### src/rtl/regfile_wb_arbiter.sv
// Round-robin arbiter sharing the register-file write port between the ALU (A) and load (B) writeback paths.
// Optional stall counters are enabled by defining WB_ARB_STATS_EN.
module regfile_wb_arbiter #(
  parameter int DATA_W = 32,
  parameter int ADDR_W = 5
) (
  input  logic              clk,
  input  logic              reset,
  input  logic              a_valid,
  input  logic [ADDR_W-1:0] a_addr,
  input  logic [DATA_W-1:0] a_data,
  output logic              a_ready,
  input  logic              b_valid,
  input  logic [ADDR_W-1:0] b_addr,
  input  logic [DATA_W-1:0] b_data,
  output logic              b_ready,
  output logic              rf_regWrite,
  output logic [ADDR_W-1:0] rf_writeRegister,
  output logic [DATA_W-1:0] rf_writeData,
  output logic              last_grant
`ifdef WB_ARB_STATS_EN
  ,
  output logic [15:0]       stall_cnt_a,
  output logic [15:0]       stall_cnt_b
`endif
);

  logic              we_q, we_d;
  logic [ADDR_W-1:0] waddr_q, waddr_d;
  logic [DATA_W-1:0] wdata_q, wdata_d;
  logic              last_grant_q, last_grant_d;
  logic              a_hs, b_hs;

  // A wins when B is idle or when B won the previous handshake.
  always_comb begin
    // NOTE: every combinational output gets a default first so no latch is inferred.
    a_ready = 1'b0;
    b_ready = 1'b0;
    if (!reset) begin
      if (a_valid && (!b_valid || last_grant_q)) a_ready = 1'b1;
      else if (b_valid)                          b_ready = 1'b1;
    end
  end

  assign a_hs = a_valid & a_ready;
  assign b_hs = b_valid & b_ready;

  always_comb begin
    we_d         = 1'b0;
    waddr_d      = waddr_q;
    wdata_d      = wdata_q;
    last_grant_d = last_grant_q;
    if (a_hs) begin
      we_d         = (a_addr != '0);
      waddr_d      = a_addr;
      wdata_d      = a_data;
      last_grant_d = 1'b0;
    end else if (b_hs) begin
      we_d         = (b_addr != '0);
      waddr_d      = b_addr;
      wdata_d      = b_data;
      last_grant_d = 1'b1;
    end
  end

  // Reset squashes any write already sitting in the output stage.
  always_ff @(posedge clk) begin
    // NOTE: state registers use non-blocking assignments so every flop samples pre-edge values.
    if (reset) begin
      we_q         <= 1'b0;
      waddr_q      <= '0;
      wdata_q      <= '0;
      last_grant_q <= 1'b1;
    end else begin
      we_q         <= we_d;
      waddr_q      <= waddr_d;
      wdata_q      <= wdata_d;
      last_grant_q <= last_grant_d;
    end
  end

  assign rf_regWrite      = we_q;
  assign rf_writeRegister = waddr_q;
  assign rf_writeData     = wdata_q;
  assign last_grant       = last_grant_q;

`ifdef WB_ARB_STATS_EN
  logic [15:0] stall_a_q, stall_a_d;
  logic [15:0] stall_b_q, stall_b_d;

  // Saturating counts of cycles spent waiting with a pending request.
  always_comb begin
    stall_a_d = stall_a_q;
    stall_b_d = stall_b_q;
    if (a_valid && !a_ready && (stall_a_q != 16'hFFFF)) stall_a_d = stall_a_q + 16'd1;
    if (b_valid && !b_ready && (stall_b_q != 16'hFFFF)) stall_b_d = stall_b_q + 16'd1;
  end

  always_ff @(posedge clk) begin
    if (reset) begin
      stall_a_q <= '0;
      stall_b_q <= '0;
    end else begin
      stall_a_q <= stall_a_d;
      stall_b_q <= stall_b_d;
    end
  end

  assign stall_cnt_a = stall_a_q;
  assign stall_cnt_b = stall_b_q;
`endif

endmodule

### config.mk
export PLATFORM = sky130hd
export DESIGN_NAME = regfile_wb_arbiter
export DESIGN_NICKNAME = d
export VERILOG_FILES = /design/src/rtl/regfile_wb_arbiter.sv
export SDC_FILE = /design/constraint.sdc
export NUM_CORES = 1
export LEC_CHECK = 0
export ABC_AREA = 1
export ABC_CLOCK_PERIOD_IN_PS = 1600
export BUFFER_PORTS_ARGS = -buffer_cell sky130_fd_sc_hd__buf_2
export CELL_PAD_IN_SITES_DETAIL_PLACEMENT = 1
export CELL_PAD_IN_SITES_GLOBAL_PLACEMENT = 2
export CORE_ASPECT_RATIO = 0.75
export CORE_MARGIN = 4
export CORE_UTILIZATION = 22
export DETAILED_ROUTE_END_ITERATION = 16
export GPL_ROUTABILITY_DRIVEN = 0
export PLACE_DENSITY_LB_ADDON = 0.1
export REMOVE_ABC_BUFFERS = 1
export SETUP_SLACK_MARGIN = 0.02
export SLEW_MARGIN = 20
export SYNTH_ARGS = -nofsm -noshare
export SYNTH_HDL_FRONTEND = slang
export SYNTH_SLANG_ARGS = --single-unit
### constraint.sdc
create_clock -name clk -period 1.6 [get_ports clk]
set_clock_uncertainty 0.1 [all_clocks]
set_input_delay 0 -clock clk [delete_from_list [all_inputs] [get_ports clk]]
set_output_delay 0 -clock clk [all_outputs]
set_load 0.05 [all_outputs]
# Word-level counts from Yosys, hierarchy flattened
# Cells that the tools add are included.
# word_totals
register_bits	39
latchBits	0
out_inout_bits	41
ramBits	0
memories	0
rom_bits	0
# classes
magnitude_cmp	0
add_sub_neg	0
div_mod_pow	0
shift	0
muxes	13
reduce_logical	6
n_mul	0
eq_ne	0
bitwise	2
# ops
op	n
$mux W32	2
$mux W5	2
$reduce_bool A5 Y1	2
$mux W1	9
$and A1 B1 Y1	2
$reduce_bool A2 Y1	1
$logic_and A1 B1 Y1	1
$logic_not A1 Y1	1
$logic_or A1 B1 Y1	1

# Longest topological paths before layout
# logic_depth
depth_word	8
depth_mapped	9
depth_no_buf	7

# Worst setup path after synthesis
# Ideal clock, no wire load.
# synth_timing
kind	reg-to-reg
startpoint	reg last_grant_q, in the netlist last_grant
endpoint	reg we_q, in the netlist rf_regWrite
arrival_time_ns	1.708
setup_time_ns	0.060
path_stages_with_launch	9
slack_ns	-0.267
path_cell_list	dfxtp_1 > inv_2 > nand2_2 > nand3_2 > buf_4 > buf_6 > inv_1 > o21ai_1 > nand2_1
# synth_between
elab_cells_between_ends	10
classes_between	6 x mux; 2 x bitwise; 2 x reduce/logical
# synth_lines
element	line	source
from (decl)	31	logic last_grant_q, last_grant_d;
from (signal assigned)	78	last_grant_q <= last_grant_d;
$logic_or A1 B1 Y1	40	if (a_valid && (!b_valid || last_grant_q)) a_ready = 1'b1;
$logic_and A1 B1 Y1	40	
$mux W1	40	
$mux W1	39	if (!reset) begin
via a_ready	12	output logic a_ready,
$and A1 B1 Y1	45	assign a_hs = a_valid & a_ready;
$mux W1	53	if (a_hs) begin
to (signal assigned)	75	we_q <= we_d;
to (decl)	28	logic we_q, we_d;
# The timed path passes the listed nets, and every way through them passes these cells.
# A chain may end at the register's enable or synchronous reset.

# Final worst setup path
# layout_timing
startpoint	reg last_grant_q, in the netlist last_grant
endpoint	out a_ready
# layout_between
elab_chain_cells	4
# layout_lines
element	line
$logic_or A1 B1 Y1	40
$logic_and A1 B1 Y1	40
$mux W1	40
$mux W1	39
to (decl)	12
# Every way passes these cells.

==> impl_metrics.ini <==
[grt]
grt_pass1_wl_um = 15700
grt.total_usage_pct = 16.4
overflow = 0
first_global_vias = 3052
antenna_found_initial = 1
grt_start_max_net_pins = 38

[detailed_routing]
vias_per_cell = 4.50
finalWirelength_um = 9660
ant_nets = 0
via_count = 2963
drc_errors = 0
wl_per_cell_um = 14.7
drtIter0Drc = 111
drt_first_pass_iters = 4

[cts]
cts_inserted_buffers = 5
clock_sinks = 39
htreeDepth = 2
clock_latency_ns = 0.28
clkTransAtPathRegs_ns = 0.06
cts_tree = yes
cts-root-buf = clkbuf_16
cts_setup_buffers = 0
clockBufferDepth = 2

[setup_path]
slowest_delay_ns = 0.36
cp_num_cells = 6
r2r_slack_ns = 0.22
cp.required_ns = 1.50
ff2ff_path_depth = 8
end_kind = output pin
crit_chain = inv_2 -> nand2_2 -> nand3_2 -> buf_6 -> inv_1 -> buf_6
path_delay_family = buffers and inverters
crit_arrival_ns = 1.35
crit_path_start_kind = flip-flop
cp_common_cell = buf_6
path_max_fanout = 18
worstSetupPathType = reg -> out
path_buf_inv = 4
critPathSlowestCell = dfxtp_1

[timing]
setup_viol = 0
relSlewSlack_pct = 70.0
post-route-min-period_ns = 1.45
period_share_pct = 90.7
fin_ws_ns = 0.148
hold_slack_ns = 0.000905
fmax_mhz = 689
drv_slew = 0
worst_pin_slew_ns = 0.449
rsz0062_at_grt = no
final_hold_viol_count = 0

[synth]
netlist_area_sq_mm = 0.00225
syn_inst = 349
yosysUniqueCellTypes = 19
synth-warning-count = 0
seq_area_frac_synth_pct = 34.7
synth_seq_cells = 39
synth.avg_cell_area_sq_um = 6.44

[layout]
layout_commonest_cell = buf_2
fillers = 1254
fin_nets = 603
diodes = 0
final_util_pct = 39.0
mostFrequentLayoutCells = 117 x buf_2, 79 x nand2_1, 78 x inv_1
area_growth_pct = 70.1
drive_gt1_share_pct = 27.2

[die]
chipHeight_um = 95.5
start_util_pct = 22.9
ios = 119
die_x_um = 125
dieArea_sq_mm = 0.0119
coreArea_sq_mm = 0.00981
rows = 31

[worst_hold_path]
hold_class = in -> reg
min_path_cells = 5

[pwr]
ir_worst_vdd_mv = 0.387
powerDensity_mw_per_mm2 = 867
p_leak_nw = 2.08

[run]
cap_viol_max_count = 0

[run_status]
status = finished clean

[place]
pre_cts_slack_ns = 0.241
hpwl_um = 6290
io_buffers = 118
layout make-up:
type	instances	area, sq um	share of cell area (%)
repair buffers	199	1420	37.1
multi-input cells	201	1010	26.4
flip-flops and latches	39	781	20.4
well taps	132	165	4.32
clock buffers	8	156	4.09
inverters	79	297	7.76
kinds of logic after synthesis:
group	count (synthesis)	synth area share, %
flops	39	34.7
simple gates	161	33.7
buf+inv	109	20.4
compound gates	40	11.1
synthesized netlist by cell type:
| library cell | n | area, sq um |
|---|---|---|
| inv_2 | 1 | 3.75 |
| nor2_1 | 3 | 11.3 |
| buf_2 | 10 | 50.1 |
| buf_1 | 2 | 7.51 |
| buf_4 | 6 | 45.0 |
| nand2_2 | 3 | 18.8 |
| o21ai_1 | 1 | 5.00 |
| a21oi_1 | 1 | 5.00 |
| inv_1 | 78 | 293 |
| buf_6 | 2 | 22.5 |
| nand2_1 | 79 | 297 |
| clkbuf_1 | 10 | 37.5 |
| nand3_2 | 1 | 10.0 |
| o211ai_1 | 1 | 7.51 |
| a31oi_1 | 37 | 231 |
| nand4_1 | 37 | 231 |
| dfxtp_1 | 39 | 781 |
| nor3_1 | 1 | 5.00 |
| nand3_1 | 37 | 185 |
worst min-delay path, stage by stage:
cell and delay (ns):
buf_2 0.07, nand4_1 0.08, nand3_1 0.11, nand2_1 0.05, inv_1 0.04
report_power, final:
group / switching (W) / internal (W) / leakage (nW)
Sequential: 0.0000495 / 0.00107 / 0.327
Combinational: 0.000733 / 0.000400 / 1.67
Clock: 0.000400 / 0.000664 / 0.0772
Total: 0.00118 / 0.00213 / 2.08
through the flow:
stage	std cells	area, sq um	total power (W)	TNS [ns]
after global placement	582	2980	0.00214	0
after floorplan	319	2080	0.00176	-41.52
final	658	3820	0.00331	0
after CTS	658	3810	0.00337	0
after global routing	658	3820	0.00352	0
after detailed placement	582	2980	0.00215	0
state kept, by name, summed over array words and instances, names as in the netlist:
| name | count |
|---|---|
| rf_writeRegister | 5 |
| rf_regWrite | 1 |
| rf_writeData | 32 |
| last_grant | 1 |
layer usage:
layer	vias to the layer above	global-route usage (%)	wire length [um]
li1	1486	-	-
met1	1360	21.8	4520
met2	103	27.2	4380
met3	12	4.37	651
met4	2	2.92	91
met5	-	0	7
worst paths after layout:
check / from / to
hold reg to reg: last_grant / last_grant
hold / removal: a_data[21] / rf_writeData[21]
setup reg to reg: last_grant / rf_writeData[25]
setup / recovery: last_grant / a_ready
what timing repair did:
action | in CTS | in global routing
endpoints found under the setup margin | 0 | 1
hold endpoints to repair | 39 | 0
gates resized for setup | 0 | 4
hold buffers | 68 | 0
No activity file was read; power rests on OpenSTA's default activity.
